==> config.mk <==
export PLATFORM = sky130hd
export DESIGN_NAME = spring_scheduler
export DESIGN_NICKNAME = d
export VERILOG_FILES = /design/src/rtl/spring_pkg.sv /design/src/rtl/spring_scheduler_force_accumulator.sv /design/src/rtl/spring_scheduler.sv
export SDC_FILE = /design/constraint.sdc
export NUM_CORES = 2
export LEC_CHECK = 0
export ABC_CLOCK_PERIOD_IN_PS = 7500
export BUFFER_PORTS_ARGS = -buffer_cell sky130_fd_sc_hd__buf_2
export CORE_MARGIN = 4
export CORE_UTILIZATION = 30
export DETAILED_ROUTE_END_ITERATION = 10
export HOLD_SLACK_MARGIN = 0.15
export PLACE_DENSITY = 0.48
export SYNTH_ARGS = -nofsm -noshare
export SYNTH_HDL_FRONTEND = slang
export SYNTH_SLANG_ARGS = --single-unit
==> constraint.sdc <==
create_clock -name clk_in -period 7.5 [get_ports clk_in]
set_input_delay 1.125 -clock clk_in [delete_from_list [all_inputs] [get_ports clk_in]]
set_output_delay 1.125 -clock clk_in [all_outputs]
set_load 0.005 [all_outputs]
==> src/rtl/spring_pkg.sv <==
// Shared types for the spring scheduler: FSM states, spring table entry and saturating add.
// Entry widths match the default mesh (8 nodes, 16-bit positions).
package spring_pkg;

    localparam int SPR_NODE_W = 3;
    localparam int SPR_EQ_W   = 16;

    typedef enum logic [3:0] {
        IDLE,
        CLEAR,
        SCAN,
        FETCH_A,
        LATCH_A,
        LATCH_B,
        ISSUE,
        WAIT,
        ACCUM,
        DONE
    } sched_state_t;

    typedef struct packed {
        logic                  en;
        logic [SPR_NODE_W-1:0] node_a;
        logic [SPR_NODE_W-1:0] node_b;
        logic [SPR_EQ_W-1:0]   eq;
    } spring_entry_t;

    // Symmetric clamp to +/-(2^(width-1)-1); the most negative code is never produced.
    function automatic logic signed [63:0] sat_add(input logic signed [63:0] a,
                                                   input logic signed [63:0] b,
                                                   input int unsigned        width);
        logic signed [63:0] lim;
        logic signed [63:0] sum;
        lim = (64'sd1 <<< (width - 1)) - 64'sd1;
        sum = a + b;
        if (sum > lim) begin
            return lim;
        end
        if (sum < -lim) begin
            return -lim;
        end
        return sum;
    endfunction

endpackage

==> src/rtl/spring_scheduler_force_accumulator.sv <==
// Per-node signed X/Y force accumulators with one-cycle clear and saturating add/sub pair.
// Latency: update visible the cycle after add_en; read port is combinational.
// Backpressure: none, accepts one add per cycle.
module force_accumulator
    import spring_pkg::*;
#(
    parameter int N_NODES    = 8,
    parameter int FORCE_SIZE = 24,
    parameter int ACC_SIZE   = 32
) (
    input  logic                              clk_in,
    input  logic                              rst_in_n,
    input  logic                              clr,
    input  logic                              add_en,
    input  logic [$clog2(N_NODES)-1:0]        node_a,
    input  logic [$clog2(N_NODES)-1:0]        node_b,
    input  logic signed [FORCE_SIZE-1:0]      force_x,
    input  logic signed [FORCE_SIZE-1:0]      force_y,
    input  logic [$clog2(N_NODES)-1:0]        rd_addr,
    output logic signed [ACC_SIZE-1:0]        rd_x,
    output logic signed [ACC_SIZE-1:0]        rd_y
);

    logic signed [ACC_SIZE-1:0] acc_x [N_NODES];
    logic signed [ACC_SIZE-1:0] acc_y [N_NODES];

    always_ff @(posedge clk_in or negedge rst_in_n) begin
        if (!rst_in_n) begin
            for (int i = 0; i < N_NODES; i++) begin
                acc_x[i] <= '0;
                acc_y[i] <= '0;
            end
        end else if (clr) begin
            for (int i = 0; i < N_NODES; i++) begin
                acc_x[i] <= '0;
                acc_y[i] <= '0;
            end
        end else if (add_en && (node_a != node_b)) begin
            // A self-loop spring nets to zero, so it is skipped outright.
            acc_x[node_b] <= ACC_SIZE'(sat_add(64'(acc_x[node_b]), 64'(force_x), ACC_SIZE));
            acc_y[node_b] <= ACC_SIZE'(sat_add(64'(acc_y[node_b]), 64'(force_y), ACC_SIZE));
            acc_x[node_a] <= ACC_SIZE'(sat_add(64'(acc_x[node_a]), -(64'(force_x)), ACC_SIZE));
            acc_y[node_a] <= ACC_SIZE'(sat_add(64'(acc_y[node_a]), -(64'(force_y)), ACC_SIZE));
        end
    end

    assign rd_x = acc_x[rd_addr];
    assign rd_y = acc_y[rd_addr];

endmodule

==> src/rtl/spring_scheduler.sv <==
// Walks the spring table each step, feeds one shared spring unit and accumulates node forces.
// Latency: 5 cycles + spring unit latency per enabled spring, 1 cycle per disabled one.
// Backpressure: step_start ignored while busy; a silent spring unit is abandoned after TIMEOUT.
module spring_scheduler
    import spring_pkg::*;
#(
    parameter int N_NODES       = 8,
    parameter int N_SPRINGS     = 16,
    parameter int POSITION_SIZE = 16,
    parameter int VELOCITY_SIZE = 16,
    parameter int CONSTANT_SIZE = 16,
    parameter int FORCE_SIZE    = 24,
    parameter int ACC_SIZE      = 32,
    parameter int TIMEOUT       = 1023
) (
    input  logic                              clk_in,
    input  logic                              rst_in_n,
    input  logic                              cfg_we,
    input  logic [$clog2(N_SPRINGS)-1:0]      cfg_idx,
    input  logic                              cfg_en,
    input  logic [$clog2(N_NODES)-1:0]        cfg_node_a,
    input  logic [$clog2(N_NODES)-1:0]        cfg_node_b,
    input  logic signed [POSITION_SIZE-1:0]   cfg_eq,
    input  logic signed [CONSTANT_SIZE-1:0]   k_in,
    input  logic signed [CONSTANT_SIZE-1:0]   b_in,
    input  logic                              step_start,
    output logic                              busy,
    output logic                              step_done,
    output logic                              timeout_err,
    output logic [$clog2(N_NODES)-1:0]        node_rd_addr,
    input  logic signed [POSITION_SIZE-1:0]   node_pos_x,
    input  logic signed [POSITION_SIZE-1:0]   node_pos_y,
    input  logic signed [VELOCITY_SIZE-1:0]   node_vel_x,
    input  logic signed [VELOCITY_SIZE-1:0]   node_vel_y,
    output logic                              spr_valid,
    output logic signed [POSITION_SIZE-1:0]   spr_v1 [1:0],
    output logic signed [POSITION_SIZE-1:0]   spr_v2 [1:0],
    output logic signed [POSITION_SIZE-1:0]   spr_eq,
    output logic signed [VELOCITY_SIZE-1:0]   spr_vel1_x,
    output logic signed [VELOCITY_SIZE-1:0]   spr_vel1_y,
    output logic signed [VELOCITY_SIZE-1:0]   spr_vel2_x,
    output logic signed [VELOCITY_SIZE-1:0]   spr_vel2_y,
    input  logic signed [FORCE_SIZE-1:0]      spr_force_x,
    input  logic signed [FORCE_SIZE-1:0]      spr_force_y,
    input  logic                              spr_result_valid,
    input  logic [$clog2(N_NODES)-1:0]        frc_rd_addr,
    output logic signed [ACC_SIZE-1:0]        frc_x,
    output logic signed [ACC_SIZE-1:0]        frc_y
);

    localparam int IDX_W  = $clog2(N_SPRINGS);
    localparam int NODE_W = $clog2(N_NODES);
    localparam int TMR_W  = $clog2(TIMEOUT + 1);

    sched_state_t                  state, state_nxt;
    spring_entry_t                 spr_table [N_SPRINGS];
    spring_entry_t                 scan_entry;
    logic [IDX_W:0]                idx;
    logic [TMR_W-1:0]              tmr;
    logic [NODE_W-1:0]             cur_a, cur_b;
    logic [SPR_EQ_W-1:0]           cur_eq;
    logic signed [FORCE_SIZE-1:0]  frc_lat_x, frc_lat_y;
    logic                          idx_past, tmr_expired;
    logic                          acc_clr, acc_add;
    logic                          k_b_unused;

    // k and b are wired to the spring unit at mesh level; the scheduler never looks at them.
    assign k_b_unused  = ^{k_in, b_in};

    assign scan_entry  = spr_table[idx[IDX_W-1:0]];
    assign idx_past    = (idx == (IDX_W + 1)'(N_SPRINGS));
    assign tmr_expired = (tmr == TMR_W'(TIMEOUT));

    always_ff @(posedge clk_in or negedge rst_in_n) begin
        if (!rst_in_n) begin
            state <= IDLE;
        end else begin
            state <= state_nxt;
        end
    end

    always_comb begin
        state_nxt = state;
        case (state)
            IDLE:    if (step_start) state_nxt = CLEAR;
            CLEAR:   state_nxt = SCAN;
            SCAN: begin
                if (idx_past) begin
                    state_nxt = DONE;
                end else if (scan_entry.en) begin
                    state_nxt = FETCH_A;
                end
            end
            FETCH_A: state_nxt = LATCH_A;
            LATCH_A: state_nxt = LATCH_B;
            LATCH_B: state_nxt = ISSUE;
            ISSUE:   state_nxt = WAIT;
            WAIT: begin
                if (spr_result_valid) begin
                    state_nxt = ACCUM;
                end else if (tmr_expired) begin
                    state_nxt = SCAN;
                end
            end
            ACCUM:   state_nxt = SCAN;
            DONE:    state_nxt = IDLE;
            default: state_nxt = IDLE;
        endcase
    end

    always_comb begin
        busy      = (state != IDLE) && (state != DONE);
        step_done = (state == DONE);
        spr_valid = (state == ISSUE);
        acc_clr   = (state == CLEAR);
        acc_add   = (state == ACCUM);
    end

    // Node memory answers one cycle after the address, so each address is set a state early.
    always_ff @(posedge clk_in or negedge rst_in_n) begin
        if (!rst_in_n) begin
            for (int i = 0; i < N_SPRINGS; i++) begin
                spr_table[i] <= '0;
            end
            idx          <= '0;
            tmr          <= '0;
            cur_a        <= '0;
            cur_b        <= '0;
            cur_eq       <= '0;
            node_rd_addr <= '0;
            spr_v1[0]    <= '0;
            spr_v1[1]    <= '0;
            spr_v2[0]    <= '0;
            spr_v2[1]    <= '0;
            spr_eq       <= '0;
            spr_vel1_x   <= '0;
            spr_vel1_y   <= '0;
            spr_vel2_x   <= '0;
            spr_vel2_y   <= '0;
            frc_lat_x    <= '0;
            frc_lat_y    <= '0;
            timeout_err  <= 1'b0;
        end else begin
            if (cfg_we) begin
                spr_table[cfg_idx] <= '{en:     cfg_en,
                                        node_a: SPR_NODE_W'(cfg_node_a),
                                        node_b: SPR_NODE_W'(cfg_node_b),
                                        eq:     SPR_EQ_W'(cfg_eq)};
            end
            case (state)
                CLEAR: idx <= '0;
                SCAN: begin
                    if (!idx_past) begin
                        if (!scan_entry.en) begin
                            idx <= idx + 1'b1;
                        end else begin
                            // Snapshot the entry so a concurrent table write cannot disturb it.
                            cur_a        <= NODE_W'(scan_entry.node_a);
                            cur_b        <= NODE_W'(scan_entry.node_b);
                            cur_eq       <= scan_entry.eq;
                            node_rd_addr <= NODE_W'(scan_entry.node_a);
                        end
                    end
                end
                FETCH_A: node_rd_addr <= cur_b;
                LATCH_A: begin
                    spr_v1[0]  <= node_pos_x;
                    spr_v1[1]  <= node_pos_y;
                    spr_vel1_x <= node_vel_x;
                    spr_vel1_y <= node_vel_y;
                end
                LATCH_B: begin
                    spr_v2[0]  <= node_pos_x;
                    spr_v2[1]  <= node_pos_y;
                    spr_vel2_x <= node_vel_x;
                    spr_vel2_y <= node_vel_y;
                    spr_eq     <= POSITION_SIZE'(cur_eq);
                end
                ISSUE: tmr <= '0;
                WAIT: begin
                    tmr <= tmr + 1'b1;
                    if (spr_result_valid) begin
                        frc_lat_x <= spr_force_x;
                        frc_lat_y <= spr_force_y;
                    end else if (tmr_expired) begin
                        timeout_err <= 1'b1;
                        idx         <= idx + 1'b1;
                    end
                end
                ACCUM: idx <= idx + 1'b1;
                default: ;
            endcase
        end
    end

    force_accumulator #(
        .N_NODES    (N_NODES),
        .FORCE_SIZE (FORCE_SIZE),
        .ACC_SIZE   (ACC_SIZE)
    ) u_acc (
        .clk_in   (clk_in),
        .rst_in_n (rst_in_n),
        .clr      (acc_clr),
        .add_en   (acc_add),
        .node_a   (cur_a),
        .node_b   (cur_b),
        .force_x  (frc_lat_x),
        .force_y  (frc_lat_y),
        .rd_addr  (frc_rd_addr),
        .rd_x     (frc_x),
        .rd_y     (frc_y)
    );

endmodule

==> run metrics <==
outcome=finished, final reports clean; Clk Latency, worst-skew pair=0.82 ns; Synth Flop Type=dfrtp_1; asr flop ratio synth=100%; worst r2r src=cur_a[0]$_DFFE_PN0P_; CTS Root Cell=clkbuf_16; area leader, netlist=dfrtp_1; delay-heaviest family, CP=simple AND/OR/NAND/NOR gates; Setup TNS Final=0 ns; CTS max path bufs=3; YS warnings=0; first-pass GRT wire length=~430000 um; R2R depth=24; Finished Layout Cells=9787; core outline area=223000 sq um; grt ovf=0; layout cell share with drive strength beyond 1=26.8%; clock skew=around 0.037 ns; FF+latch area=28000 sq um; Worst Path Max Fanout=30; Place WS=0.620 ns; Hold Path Class=in -> async; Crit Reg-Reg Endpoint=u_acc.acc_x[192]$_DFFE_PN0P_; CTS tree=done; Mapped Cells=6486; Die Span Y=482 um; clock-pin slew on the worst setup and hold paths=0.06 ns; Crit path arrival time=7.75 ns; critical path class=reg -> reg; largest net degree at the start of global routing=158; WP data required=8.26 ns; critical path startpoint category=register; IO Count=394; slowest stage delay, CP=~0.79 ns; vias in the first global route=roughly 60000; DR WL/cell=around 31 um; Setup crit end kind=register; setup bufs post-CTS=0; area grow syn2layout=16.2%; share of the synthesized area in the top cell type=41.5%; DRC=0; top cells by area, synth=dfrtp_1 42%, mux2_2 11%, mux4_2 8.1%; reg2reg setup slack=roughly 0.5 ns; number of I/O port buffers=361; die width=482 um; final wirelength=299000 um; critical path cell sequence=and3b_4, buf_4, a22oi_1, nand4_1, ha_1, o21ai_0, nor2_1, a211oi_2, o41ai_1, buf_4, a31o_2, a21oi_1, o21bai_1, a21oi_1, nor2b_1, nor2_1, fa_1, nand4_1, nor3_1, nand4b_1, or4_1, or4_1, a21oi_1, a221o_1; Filler cells=22300; Syn Nets=6802; clock sinks=1117; most numerous cell in the Yosys netlist=dfrtp_1; initial DRC count=7796; DR vias=60400; top cells by count, synth=1117 x dfrtp_1, 670 x nand2_1, 647 x mux2_2; Rel. slew slack=12.8%; count of final setup violators=0; number of gates resized after cts=0; area of the multi-input gates=37300 sq um; full die area=232000 sq um; Initial Util=between 30% and 40%; ANT nets after route=0; Max Freq=143 MHz; post-synthesis cell type count=91; RSZ-0062 raised after global routing=false; MaxCap Viol Count=0; final HPWL from detailed placement=193000 um; initial antenna violation count=35; syn_area_per_cell=10.4 sq um; Synth Register Bits=1117; Cells after DPL=9517; final clock period utilization by the worst path=approximately 93%; final setup margin=0.506 ns; Netlist Area Pre-Place=approximately 67000 sq um; post-synthesis sequential area ratio=41.5%; final hold vios=0; GP Congestion=0.949; H-Tree Depth=4; CP most frequent cell=a21oi_1; Rows=173; via density per instance=6.17; Worst Max-Slew Pin Slew=1.30 ns; GRT Overall Usage=25.1%; final slew viol count=0; DR pass1 iterations=9; Final nets=7001; Num CTS Buffers=141; Tmin final=6.99 ns; CTS Hold Bufs=0; Post-synth EDFFs=0; crit path buf inv count=2; slowest CP cell=and3b_4
-- worst max path at each step --
stage                         start                           end  slack [ns]  cells past startpoint
4_1_cts        cur_a[1]$_DFFE_PN0P_  u_acc.acc_x[224]$_DFFE_PN0P_        0.60                     25
2_1_floorplan  cur_a[1]$_DFFE_PN0P_  u_acc.acc_x[192]$_DFFE_PN0P_        1.47                     28
5_1_grt        cur_a[1]$_DFFE_PN0P_  u_acc.acc_x[234]$_DFFE_PN0P_        0.07                     25
6_report       cur_a[0]$_DFFE_PN0P_  u_acc.acc_x[192]$_DFFE_PN0P_        0.51                     24
3_3_place_gp   cur_a[1]$_DFFE_PN0P_  u_acc.acc_x[192]$_DFFE_PN0P_        0.67                     25
3_5_place_dp   cur_a[0]$_DFFE_PN0P_  u_acc.acc_x[192]$_DFFE_PN0P_        0.62                     25
-- area by class of cell --
type,count,area share [%]
flip-flops and latches,1117,35.7
multi-input cells,4698,47.6
clock inverters,46,0.931
diodes,11,0.0352
inverters,136,0.652
clock buffers,213,5.33
repair buffers,591,4.94
well taps,2975,4.76
-- cell families after synthesis --
logic type / Yosys count / share of synthesized area, %
and+or+nand+nor: 1515 / 10.5
muxes: 912 / 19.3
DFF: 1117 / 41.5
xor gates and xnor gates: 88 / 1.14
AOI/OAI and AO/OA: 2023 / 20.9
buffers and inverters: 671 / 3.78
adders and majority gates: 160 / 2.95
-- state kept, by name, summed over array words and instances (netlist names) --
signal / count
idx: 5
timeout_err: 1
state: 4
spr_eq: 16
spr_v1: 32
spr_vel1_x: 16
spr_vel2_y: 16
node_rd_addr: 3
frc_lat_y: 24
u_acc.acc_y: 256
spr_vel1_y: 16
cur_a: 3
frc_lat_x: 24
spr_v2: 32
cur_b: 3
tmr: 10
spr_vel2_x: 16
u_acc.acc_x: 256
cur_eq: 16
spr_table: 368
-- worst reg2reg max path, stage by stage, from the launching register on --
cell,delay (ns)
dfrtp_1,0.69
and3b_4,0.79
buf_4,0.39
a22oi_1,0.12
nand4_1,0.31
ha_1,0.37
o21ai_0,0.17
nor2_1,0.08
a211oi_2,0.42
o41ai_1,0.14
buf_4,0.17
a31o_2,0.27
a21oi_1,0.18
o21bai_1,0.08
a21oi_1,0.16
nor2b_1,0.06
nor2_1,0.12
fa_1,0.29
nand4_1,0.11
nor3_1,0.21
nand4b_1,0.14
or4_1,0.56
or4_1,0.74
a21oi_1,0.23
a221o_1,0.14
-- metrics by stage --
| step | utilization, % | hold slack (ns) | cell area (sq um) |
|---|---|---|---|
| after floorplan | - | 0.451 | 67300 |
| after global placement | 32.9 | 0.448 | 73300 |
| after detailed placement | 32.9 | 0.468 | 73300 |
| after CTS | 35.1 | 0.274 | 78200 |
| after global routing | 35.1 | 0.300 | 78200 |
| final | 35.1 | 0.288 | 78300 |
-- routing by layer --
metal	global-route usage [%]	part of all wire (%)
met5	0	0.033
met4	11.6	5.2
met3	6.38	10
met2	37.8	44
met1	33.8	41
-- cells in the final DEF, fill, tap and decap left out, types with 56 or more instances in the layout --
master	n
a21oi_1	258
mux2_2	647
o21ai_0	422
dfrtp_1	1113
ha_1	131
nor2_1	278
clkbuf_16	141
o211ai_1	56
a22o_1	138
mux4_2	243
nand2_1	668
buf_4	207
nand3_1	78
nand4_1	158
inv_1	136
a22oi_1	644
buf_2	357
Power is left out: the tool's default activity adds up to more than one toggle a clock period on the data nets, which glitch-free logic cannot reach.
